`src/rtl/edge_track_multi_if.sv`:
```
// Channel bus for edge_track_multi: raw levels and enables in, run/last status and run lengths out.
interface edge_track_multi_if #(
  parameter int NCH   = 4,
  parameter int CNT_W = 8
);
  logic [NCH-1:0]       do_i;
  logic [NCH-1:0]       en_i;
  logic [NCH-1:0]       r_o;
  logic [NCH-1:0]       f_o;
  logic [NCH*CNT_W-1:0] len_o;
  logic [NCH-1:0]       len_vld_o;
  logic                 busy_o;

  modport master (output do_i, en_i, input r_o, f_o, len_o, len_vld_o, busy_o);
  modport slave  (input do_i, en_i, output r_o, f_o, len_o, len_vld_o, busy_o);
endinterface

```
`src/rtl/edge_track_multi.sv`:
```
// Multi-channel debounced level tracker: IDLE/RUN/LAST FSM per channel with run-length capture.
module edge_track_multi #(
  parameter int NCH      = 4,
  parameter int FILT     = 2,
  parameter int LAST_LEN = 1,
  parameter int CNT_W    = 8
) (
  input  logic              clk,
  input  logic              rst_n,
  edge_track_multi_if.slave bus
);
  localparam logic [1:0]       S_IDLE = 2'd0;
  localparam logic [1:0]       S_RUN  = 2'd1;
  localparam logic [1:0]       S_LAST = 2'd2;
  localparam logic [3:0]       MC_END = 4'(FILT - 1);
  localparam logic [7:0]       LC_END = 8'(LAST_LEN - 1);
  localparam logic [CNT_W-1:0] RC_MAX = '1;

  logic [NCH-1:0]            r_nxt, r_all, f_all, vld_all;
  logic [NCH-1:0][CNT_W-1:0] len_all;
  logic                      busy_q;

  for (genvar g = 0; g < NCH; g++) begin : g_ch
    logic             din, en;
    logic [1:0]       st_q, st_d;
    logic             flt_q, flt_d;
    logic [3:0]       mc_q, mc_d;
    logic [CNT_W-1:0] rc_q, rc_d, len_q, len_d;
    logic [7:0]       lc_q, lc_d;
    logic             r_q, r_d, f_q, f_d, vld_q, vld_d;

    assign din = bus.do_i[g];
    assign en  = bus.en_i[g];

    // Debounce: a new level must persist for FILT consecutive samples.
    always_comb begin
      flt_d = flt_q;
      mc_d  = '0;
      if (din != flt_q) begin
        if (mc_q == MC_END) flt_d = din;
        else                mc_d  = mc_q + 4'd1;
      end
    end

    always_ff @(posedge clk or negedge rst_n) begin
      if (!rst_n) st_q <= S_IDLE;
      else        st_q <= st_d;
    end

    always_comb begin
      st_d = S_IDLE;
      if (en) begin
        case (st_q)
          S_IDLE:  st_d = flt_q ? S_RUN : S_IDLE;
          S_RUN:   st_d = flt_q ? S_RUN : S_LAST;
          S_LAST: begin
            if (flt_q)               st_d = S_RUN;
            else if (lc_q == LC_END) st_d = S_IDLE;
            else                     st_d = S_LAST;
          end
          default: st_d = S_IDLE;
        endcase
      end
    end

    // Outputs are registered from next-state so they move with the state register.
    always_comb begin
      r_d   = (st_d == S_RUN);
      f_d   = (st_d == S_LAST);
      vld_d = (st_q == S_RUN) && (st_d == S_LAST);
      len_d = vld_d ? rc_q : len_q;
      rc_d  = rc_q;
      if (st_d == S_RUN) begin
        if (st_q != S_RUN)      rc_d = {{(CNT_W-1){1'b0}}, 1'b1};
        else if (rc_q != RC_MAX) rc_d = rc_q + 1'b1;
      end
      lc_d = ((st_q == S_LAST) && (st_d == S_LAST)) ? lc_q + 8'd1 : 8'd0;
    end

    always_ff @(posedge clk or negedge rst_n) begin
      if (!rst_n) begin
        flt_q <= 1'b0;
        mc_q  <= '0;
        rc_q  <= '0;
        lc_q  <= '0;
        len_q <= '0;
        r_q   <= 1'b0;
        f_q   <= 1'b0;
        vld_q <= 1'b0;
      end else begin
        flt_q <= flt_d;
        mc_q  <= mc_d;
        rc_q  <= rc_d;
        lc_q  <= lc_d;
        len_q <= len_d;
        r_q   <= r_d;
        f_q   <= f_d;
        vld_q <= vld_d;
      end
    end

    assign r_nxt[g]   = r_d;
    assign r_all[g]   = r_q;
    assign f_all[g]   = f_q;
    assign vld_all[g] = vld_q;
    assign len_all[g] = len_q;
  end

  always_ff @(posedge clk or negedge rst_n) begin
    if (!rst_n) busy_q <= 1'b0;
    else        busy_q <= |r_nxt;
  end

  assign bus.r_o       = r_all;
  assign bus.f_o       = f_all;
  assign bus.len_vld_o = vld_all;
  assign bus.len_o     = len_all;
  assign bus.busy_o    = busy_q;
endmodule

```
`src/flat_wrapper.sv`:
```
// flat-port wrapper written by rule: the top's interface ports become plain ports
module edge_track_multi_flat 
#(
  parameter int NCH      = 4,
  parameter int FILT     = 2,
  parameter int LAST_LEN = 1,
  parameter int CNT_W    = 8
)
  (clk, rst_n, bus_do_i, bus_en_i, bus_r_o, bus_f_o, bus_len_o, bus_len_vld_o, bus_busy_o);
  edge_track_multi_if #(.NCH(NCH), .CNT_W(CNT_W)) bus_i ();
  input  logic clk;
  input  logic rst_n;
  input wire logic [$bits(bus_i.do_i)-1:0] bus_do_i;
  input wire logic [$bits(bus_i.en_i)-1:0] bus_en_i;
  output wire logic [$bits(bus_i.r_o)-1:0] bus_r_o;
  output wire logic [$bits(bus_i.f_o)-1:0] bus_f_o;
  output wire logic [$bits(bus_i.len_o)-1:0] bus_len_o;
  output wire logic [$bits(bus_i.len_vld_o)-1:0] bus_len_vld_o;
  output wire logic [$bits(bus_i.busy_o)-1:0] bus_busy_o;
  assign bus_i.do_i = bus_do_i;
  assign bus_i.en_i = bus_en_i;
  assign bus_r_o = bus_i.r_o;
  assign bus_f_o = bus_i.f_o;
  assign bus_len_o = bus_i.len_o;
  assign bus_len_vld_o = bus_i.len_vld_o;
  assign bus_busy_o = bus_i.busy_o;
  edge_track_multi #(.NCH(NCH), .FILT(FILT), .LAST_LEN(LAST_LEN), .CNT_W(CNT_W)) u_core (.clk(clk), .rst_n(rst_n), .bus(bus_i));
endmodule
```
`config.mk`:
```
export PLATFORM = sky130hd
export DESIGN_NAME = edge_track_multi_flat
export DESIGN_NICKNAME = d
export VERILOG_FILES = /design/src/rtl/edge_track_multi_if.sv /design/src/rtl/edge_track_multi.sv /design/src/flat_wrapper.sv
export SDC_FILE = /design/constraint.sdc
export NUM_CORES = 1
export LEC_CHECK = 0
export ABC_AREA = 0
export CAP_MARGIN = 20
export CELL_PAD_IN_SITES_DETAIL_PLACEMENT = 0
export CELL_PAD_IN_SITES_GLOBAL_PLACEMENT = 2
export CORE_MARGIN = 2
export CORE_UTILIZATION = 39
export CTS_BUF_LIST = sky130_fd_sc_hd__clkbuf_8
export DETAILED_ROUTE_END_ITERATION = 6
export PLACE_DENSITY = 0.82
export RECOVER_POWER = 25
export SYNTH_ARGS = -nofsm -noshare
export SYNTH_HDL_FRONTEND = slang
export SYNTH_SLANG_ARGS = --single-unit
```
`constraint.sdc`:
```
create_clock -name clk -period 2.3 [get_ports clk]
set_input_delay 0.46 -clock clk [delete_from_list [all_inputs] [get_ports clk]]
set_output_delay 0.46 -clock clk [all_outputs]
set_load 0.005 [all_outputs]
```
Yosys cells after proc, flatten, opt, wreduce, memory -nomap -nowiden
Index checks and enable logic that the tools add are counted.

word-level totals
  register bits = 137
  input bits = 10

operators by class
  equal/unequal tests = 32
  mux-type cells = 44
  $add $sub $neg = 12
  reduce and logical (&&, ||, !) cells = 29

operator list
  operator               number
  $mux W8                12
  $add A8 B1 Y8 const B  8
  $logic_not A8 Y1       4
  $mux W2                16
  $mux W4                8
  $ne A8 B8 Y1 const B   4
  $pmux W2 S3            4
  $add A4 B1 Y4 const B  4
  $eq A2 B1 Y1 const B   8
  $eq A2 B2 Y1 const B   8
  $eq A4 B1 Y1 const B   4
  $reduce_and A2 Y1      8
  $logic_and A1 B1 Y1    8
  $logic_not A2 Y1       4
  $ne A2 B1 Y1 const B   4
  $reduce_bool A2 Y1     4
  $mux W1                4
  $ne A1 B1 Y1           4
  $reduce_or A4 Y1       1

Longest topological paths before layout
Gate-level depths: netlist (run 1).

  word-level depth = 8
  gate-level depth with buffers = 6

Least setup slack after synthesis (run 1)
OpenSTA, ideal clock, no wires.

  path kind = reg-to-reg
  from = reg u_core.g_ch[2].rc_q[0]
  to = reg u_core.g_ch[2].rc_q[5]
  clock period less this slack = 1,755 ps
  cell stages (with the launch flop) = 7
  path slack = 545 ps
  required time = 2,223 ps
  arrival = 1,677 ps
  path through = dfrtp_1 -> ha_1 -> and2_1 -> and4_4 -> buf_6 -> or4_1 -> a21oi_1

between the ends
  word-level cells in the longest chain between the ends = 3

RTL lines
  what                                           line                    RTL
  start, declared                                edge_track_multi.sv:28  logic [CNT_W-1:0] rc_q, rc_d, len_q, len_d;
  start signal, assigned                         edge_track_multi.sv:93  rc_q <= rc_d;
  $add A8 B1 Y8 or $ne A8 B8 Y1 (tied branches)  edge_track_multi.sv:75  else if (rc_q != RC_MAX) rc_d = rc_q + 1'b1;
  $mux W8 or $reduce_bool A2 Y1 (tied branches)  --
  $mux W8 or $reduce_and A2 Y1 (tied branches)   --

Several ways; a longest one is shown, not always the timed one. The select of a mux whose other input is x is not followed.
A chain may end at the register's enable or synchronous reset.

Worst setup path after layout (run 1)
  from = reg u_core.g_ch[1].rc_q[0]
  to = reg u_core.g_ch[1].rc_q[7]

between the ends
  word-level cells in the longest chain between the ends = 3

RTL lines
  what                                           line
  start, declared                                edge_track_multi.sv:28
  start signal, assigned                         edge_track_multi.sv:93
  $add A8 B1 Y8 or $ne A8 B8 Y1 (tied branches)  edge_track_multi.sv:75
  $mux W8 or $reduce_bool A2 Y1 (tied branches)  --
  $mux W8 or $reduce_and A2 Y1 (tied branches)   --

Several ways; a longest one is shown, not always the timed one. The select of a mux whose other input is x is not followed.

==> out/qor.csv, run 1 <==
metric,value,unit
WP data required,2.66,ns
Async SR Flop Fraction,100.0,%
share of cells above drive strength 1,12.42,%
vias after detailed routing,4258,
Die Area,16940,µm²
clock skew,0.008521,ns
vias per cell,4.951,
worst-margin pin slew,1.295,ns
peak supply drop,424.5,µV
final net count,662,
clock power share,31.9,%
clk sinks,137,
Syn Inst Count,573,
Post-route DRC,0,
R2R Path Start,u_core.g_ch[1].rc_q[0],
CP startpoint kind,flop,
hold crit path type,flop to flop,
CP peak stage delay,0.54,ns
Initial Util,39.51,%
Core ar.,15710,µm²
Final Cycle Share,81.18,%
vias in the first global route,4161,
"top cells by area, synth","dfrtp_1 55%, mux2_2 6.7%, nor2_1 4.2%, ha_1 4.0%, xor2_1 3.7%",
Synth Flop Type,dfrtp_1,
Pins Over Slew Limit,0,
PwrDens,884.9,nW/µm²
RD Place Congestion,0.7940,
Netlist cell types,48,
"reg-to-reg slack, setup",0.43,ns
clk root buf,clkbuf_8,
largest net degree at the start of global routing,53,
DIE WIDTH,130.2,µm
clk_lat worst skew,0.44,ns
"Slowest-stage cell, CP",or4_1,
Initial DRC Count,201,
critical-path cell list,ha_1 > nand4_1 > o2111ai_1 > or4_1 > a21boi_0,
synth warn,0,
Final Hold Fails,0,
achievable frequency,535.6,MHz
fill count,1470,
#FFs+latches synth,137,
Global Route Usage Sum,15.34,%
final instance area,7356,µm²
status,"complete, no violations",
CP max FO,8,
HPWL Detailed,8283,µm
initial antenna violation count,0,
area used by multi-input combinational logic,2504,µm²
maxcap violations,0,
Seq pwr share,47.5,%
I/O pins,55,
CP Capture Type,flop,
"Reg clk slew, reported paths",0.08,ns
internal power,0.004615,W
Mapped Nets,603,
Post-synth EDFFs,0,
sequential cell area,3428,µm²
1st-pass router iterations,6,
Chip Height,130.2,µm
Fin Setup TNS,0,ns
Min-Delay Path Depth,1,
Comb pwr share,20.6,%
"Seq/Total Area, Yosys",55.22,%
post-synth top area share,55.22,%
Post-DP Area,6948,µm²
Syn-to-layout area delta,18.48,%
# rows,46,
switching portion of total power,29.10,%
CTS tree,yes,
H-Tree Depth,4,
Final ANT Viol Nets,0,
IO buf count,54,
leakage,3.373,nW
most common library cell in the layout ignoring fill and taps,dfrtp_1,
cts bufs inserted,17,
total congestion overflow,0,
Util after Layout,46.81,%
Mapped Area,6208,µm²
WS Path Type,flop to flop,
Worst slew margin,13.68,%
Critical Path AT,2.23,ns
cell accounting for the most synthesized area,dfrtp_1,
DR WL/cell,13.93,µm
first-pass GRT wire length,20290,µm
Post-Route WL,11980,µm
CP Capture Point,u_core.g_ch[1].rc_q[7],
n_diodes,0,
Reg2Reg Depth,5,
Power Total,0.006509,W
RSZ-0062 raised after global routing,false,
"commonest non-fill, non-tap cells in the layout","137 x dfrtp_1, 69 x nor2_1, 52 x clkdlybuf4s50_1",
syn avg cell area,10.83,µm²
reg2reg end,u_core.g_ch[1].rc_q[7],
CP startpoint,u_core.g_ch[1].rc_q[0],
Max Buffers Root-to-Sink,2,
"Min Clock Period, post-route",1.867,ns
switching power,0.001894,W
final setup fails,0,
[worst min path at each step]
| stage | to | startpoint | slack (ns) |
|---|---|---|---|
| after floorplan | u_core.bus.busy_o | rst_n | 0.16 |
| after global routing | u_core.g_ch[2].mc_q[0] | u_core.g_ch[2].mc_q[0] | 0.52 |
| after CTS | u_core.g_ch[3].mc_q[0] | u_core.g_ch[3].mc_q[0] | 0.49 |
| after global placement | u_core.g_ch[1].rc_q[3] | rst_n | 0.43 |
| final | u_core.g_ch[3].mc_q[0] | u_core.g_ch[3].mc_q[0] | 0.49 |
| after detailed placement | u_core.g_ch[1].rc_q[7] | rst_n | 0.44 |
[synth_stat cells, types with 5 or more instances]
cell type	n
mux2_2	37
buf_4	12
dfrtp_1	137
nand2_1	41
xor2_1	26
nand4_1	11
and3_1	13
nor2b_1	6
and2_1	8
a21oi_1	13
buf_2	5
or4_1	7
ha_1	20
o21ai_0	14
o31ai_1	18
xnor2_1	10
nand2b_1	6
nand3_1	35
inv_1	35
nor2_1	69
[power groups by stage]
stage	clock [W]	sequential (W)	combinational (W)
2_1_floorplan	0	0.00305	0.000882
4_1_cts	0.00213	0.00310	0.00139
3_3_place_gp	0	0.00313	0.00135
5_1_grt	0.00225	0.00316	0.00153
3_5_place_dp	0	0.00314	0.00138
6_report	0.00208	0.00309	0.00134
[worst max-delay path, delay by kind of cell (launching register included)]
kind	cells	cell delay, ns
fa+ha+maj	1	0.26
compound gates	2	0.45
simple gates	2	0.65
flops	1	0.42
[state kept, by name (all words and copies together), names as in the netlist]
register,flops
u_core.g_ch.r_q,4
u_core.bus.busy_o,1
u_core.g_ch.lc_q,32
u_core.g_ch.len_q,32
u_core.g_ch.st_q,8
u_core.g_ch.flt_q,4
u_core.g_ch.mc_q,16
u_core.g_ch.f_q,4
u_core.g_ch.vld_q,4
u_core.g_ch.rc_q,32
[repair_timing]
| action | CTS | global route |
|---|---|---|
| buffers inserted | 0 | 0 |
| resized for setup | 0 | 0 |
| hold buffers | 1 | 0 |
| endpoints found under the hold margin | 48 | 0 |
[layer usage]
metal / GRT usage, % / wire length [µm] / part of all wire, % / up-vias
li1: - / - / - / 2082
met1: 20.63 / 5780 / 48 / 2099
met2: 23.53 / 5610 / 47 / 57
met3: 4.018 / 351 / 2.9 / 20
met4: 6.641 / 239 / 2.0 / 0
met5: 0 / 0 / 0 / -
[final cells by class]
class / count / share of cell area [%]
inverter: 35 / 1.786
multi-input combinational: 378 / 34.04
tap: 216 / 3.674
timing repair buffer: 63 / 8.267
clock inverter: 10 / 1.701
sequential: 137 / 46.61
clock buffer: 21 / 3.929
[stage by stage]
step / setup WS, ns / cells / hold WS (ns)
floorplan: 0.5455 / 573 / 0.1644
global placement: 0.2407 / 828 / 0.4350
detailed placement: 0.1911 / 828 / 0.4399
CTS: 0.4297 / 860 / 0.4927
global route: 0.1690 / 860 / 0.5157
finish: 0.4329 / 860 / 0.4885
[logic make-up (layout without fill, tap and decap cells)]
kind of cell / count (synthesis) / in the layout / share of synthesized area (%)
adders and majority gates: 20 / 20 / 4.031
xor gates and xnor gates: 36 / 36 / 5.079
DFF: 137 / 137 / 55.22
AOI/OAI and AO/OA: 61 / 61 / 6.348
buffers and inverters: 58 / 129 / 4.454
muxes: 40 / 40 / 7.195
and+or+nand+nor: 221 / 221 / 17.67
No activity file was read; power rests on OpenSTA's default activity.
==> run 2: changes to the inputs <==
--- a/config.mk
+++ b/config.mk
@@ -10,10 +10,10 @@
 export CELL_PAD_IN_SITES_DETAIL_PLACEMENT = 0
 export CELL_PAD_IN_SITES_GLOBAL_PLACEMENT = 2
 export CORE_MARGIN = 2
-export CORE_UTILIZATION = 39
+export CORE_UTILIZATION = 36
 export CTS_BUF_LIST = sky130_fd_sc_hd__clkbuf_8
 export DETAILED_ROUTE_END_ITERATION = 6
-export PLACE_DENSITY = 0.82
+export PLACE_DENSITY = 0.8
 export RECOVER_POWER = 25
 export SYNTH_ARGS = -nofsm -noshare
 export SYNTH_HDL_FRONTEND = slang
==> constraint.sdc (replaced) <==
create_clock -name clk -period 1.65 [get_ports clk]
set_input_delay 0.33 -clock clk [delete_from_list [all_inputs] [get_ports clk]]
set_output_delay 0.33 -clock clk [all_outputs]
set_load 0.005 [all_outputs]
==> run 2 against run 1 <==
  * First-iteration DRC count up 42%
  * Clock skew grew 0.0038 ns
  * Critical endpoint is now u_core.g_ch[2].rc_q[7]
  * Routed wire length increased by 5.9%
  * Cell area is 7.1% higher
==> out/qor.csv, run 2 (synthesis gave the netlist of run 1 again) <==
metric,value,unit,change
status,"complete, no violations",,
DR WL/cell,13.56,µm,-2.7%
worst-margin pin slew,0.6257,ns,-0.6690 ns
RSZ-0062 raised after global routing,true,,
# rows,48,,+4.3%
first-pass GRT wire length,22020,µm,+8.6%
Max Buffers Root-to-Sink,2,,unchanged
I/O pins,55,,unchanged
Worst slew margin,58.28,%,+45 points
Initial DRC Count,285,,+42%
final setup fails,0,,unchanged
most common library cell in the layout ignoring fill and taps,dfrtp_1,,
CP max FO,7,,-1
CP startpoint kind,flop,,
vias after detailed routing,4524,,+6.2%
Global Route Usage Sum,15.16,%,-0.18 points
critical-path cell list,ha_2 > and2_4 > and4_4 > or4_4 > a21oi_2,,
HPWL Detailed,8978,µm,+8.4%
WS Path Type,flop to flop,,
Critical Path AT,2.00,ns,-0.23 ns
n_diodes,0,,unchanged
hold crit path type,input port to asynchronous set/reset pin,,
total congestion overflow,0,,unchanged
clk sinks,137,,unchanged
fin cells,936,,+8.8%
Final Cycle Share,99.14,%,+18 points
Buf/Inv on CP,0,,unchanged
initial antenna violation count,0,,unchanged
cts bufs inserted,17,,unchanged
maxcap violations,0,,unchanged
CP peak stage delay,0.48,ns,-0.06 ns
share of cells above drive strength 1,22.78,%,+10 points
CP Capture Type,flop,,
Initial Util,36.40,%,-3.1 points
WP data required,2.01,ns,-0.65 ns
clock skew,0.01232,ns,+0.003800 ns
clk root buf,clkbuf_8,,
Core ar.,17060,µm²,+8.6%
DIE WIDTH,135.3,µm,+4.0%
Die Area,18310,µm²,+8.1%
"Reg clk slew, reported paths",0.07,ns,about the same
Chip Height,135.3,µm,+4.0%
final net count,728,,+10%
"Slowest-stage cell, CP",or4_4,,
leakage,3.992,nW,+18%
CP top delay family,simple AND/OR/NAND/NOR gates,,
Pins Over Slew Limit,0,,unchanged
H-Tree Depth,4,,unchanged
peak supply drop,609.1,µV,+43%
largest net degree at the start of global routing,50,,-5.7%
clk_lat worst skew,0.43,ns,about the same
achievable frequency,611.3,MHz,+14%
CTS tree,yes,,
Regs by FF count,"u_core.g_ch.lc_q: 32 flops, u_core.g_ch.len_q: 32 flops, u_core.g_ch.rc_q: 32 flops",,
"Min Clock Period, post-route",1.636,ns,-0.2312 ns
RD Place Congestion,0.7776,,-2.1%
Final Hold Fails,0,,unchanged
vias in the first global route,4621,,+11%
IO buf count,54,,unchanged
Post-route DRC,0,,unchanged
Final ANT Viol Nets,0,,unchanged
vias per cell,4.833,,-2.4%
Fin Setup TNS,0,ns,unchanged
placed cells,892,,+7.7%
"commonest non-fill, non-tap cells in the layout","137 x dfrtp_1, 69 x buf_4, 67 x nor2_1",,
PwrDens,1147,nW/µm²,+30%
Syn-to-layout area delta,26.94,%,
1st-pass router iterations,4,,-2
Post-Route WL,12690,µm,+5.9%
==> run 2: cell count changes in the layout (fill, tap and decap cells not counted), sizes merged <==
| cell | previous run | this run |
|---|---|---|
| dlygate4sd2 | 0 | 28 |
| clkdlybuf4s50 | 52 | 13 |
| clkinv | 4 | 9 |
| bufinv | 3 | 1 |
| dlygate4sd3 | 2 | 1 |
| buf | 5 | 72 |
| clkbuf | 25 | 21 |
| clkinvlp | 1 | 3 |
| inv | 37 | 36 |
| dlymetal6s2s | 0 | 12 |
==> run 2: repair_timing <==
action,4_1_cts,5_1_grt
gates resized for setup,32,25
pin swaps,3,6
buffers inserted,8,3
setup endpoints to repair,36,24
cloned,0,0
hold buffers,1,0
hold endpoints to repair,18,0
==> run 2: per-stage QoR <==
step / hold WS (ns) / utilization [%] / worst slack, ns / total power [W] / area [µm²]
3_3_place_gp: 0.1984 / 43.47 / -0.2694 / 0.006582 / 7415
4_1_cts: 0.2924 / 45.87 / 0.00009237 / 0.009182 / 7824
5_1_grt: 0.4323 / 46.21 / -0.06106 / 0.009721 / 7881
2_1_floorplan: 0.03441 / - / -0.007257 / 0.005483 / 6213
3_5_place_dp: 0.1997 / 43.47 / -0.2802 / 0.006657 / 7415
6_report: 0.4167 / 46.21 / 0.01411 / 0.009043 / 7881
==> run 2: final cells by class <==
type / instances / area, µm²
flip-flops and latches: 137 / 3428
clock inverters: 14 / 108.9
well taps: 225 / 281.5
inverters: 35 / 131.4
fillers: 1642 / 9175
repair buffers: 129 / 1121
multi-input cells: 378 / 2562
clock buffers: 18 / 247.7
==> run 2: worst paths after layout <==
path	startpoint	end	slack, ns	cells after the start
max	u_core.g_ch[2].rc_q[0]	u_core.g_ch[2].rc_q[7]	0.01	5
min	rst_n	u_core.g_ch[1].len_q[7]	0.42	2
max reg2reg	u_core.g_ch[2].rc_q[0]	u_core.g_ch[2].rc_q[7]	0.01	5
min reg2reg	u_core.g_ch[1].mc_q[0]	u_core.g_ch[1].mc_q[0]	0.50	1
max in group asynchronous	rst_n	u_core.g_ch[3].rc_q[4]	0.20	3
min in group clk	u_core.g_ch[1].mc_q[0]	u_core.g_ch[1].mc_q[0]	0.50	1
==> run 2: power breakdown <==
part / internal, W / switching, W / total (W) / leakage [nW]
Sequential: 0.00386 / 0.000408 / 0.00427 / 1.85
Clock: 0.00121 / 0.00127 / 0.00247 / 0.185
Combinational: 0.00123 / 0.00108 / 0.00230 / 1.96
==> run 2: layer usage <==
metal | vias to the layer above | track usage (%) | wire (µm)
met2 | 60 | 24.87 | 6225
met3 | 11 | 4.377 | 420
met1 | 2244 | 19.48 | 5910
met4 | 0 | 4.745 | 137
met5 | - | 0 | 0
li1 | 2209 | - | -
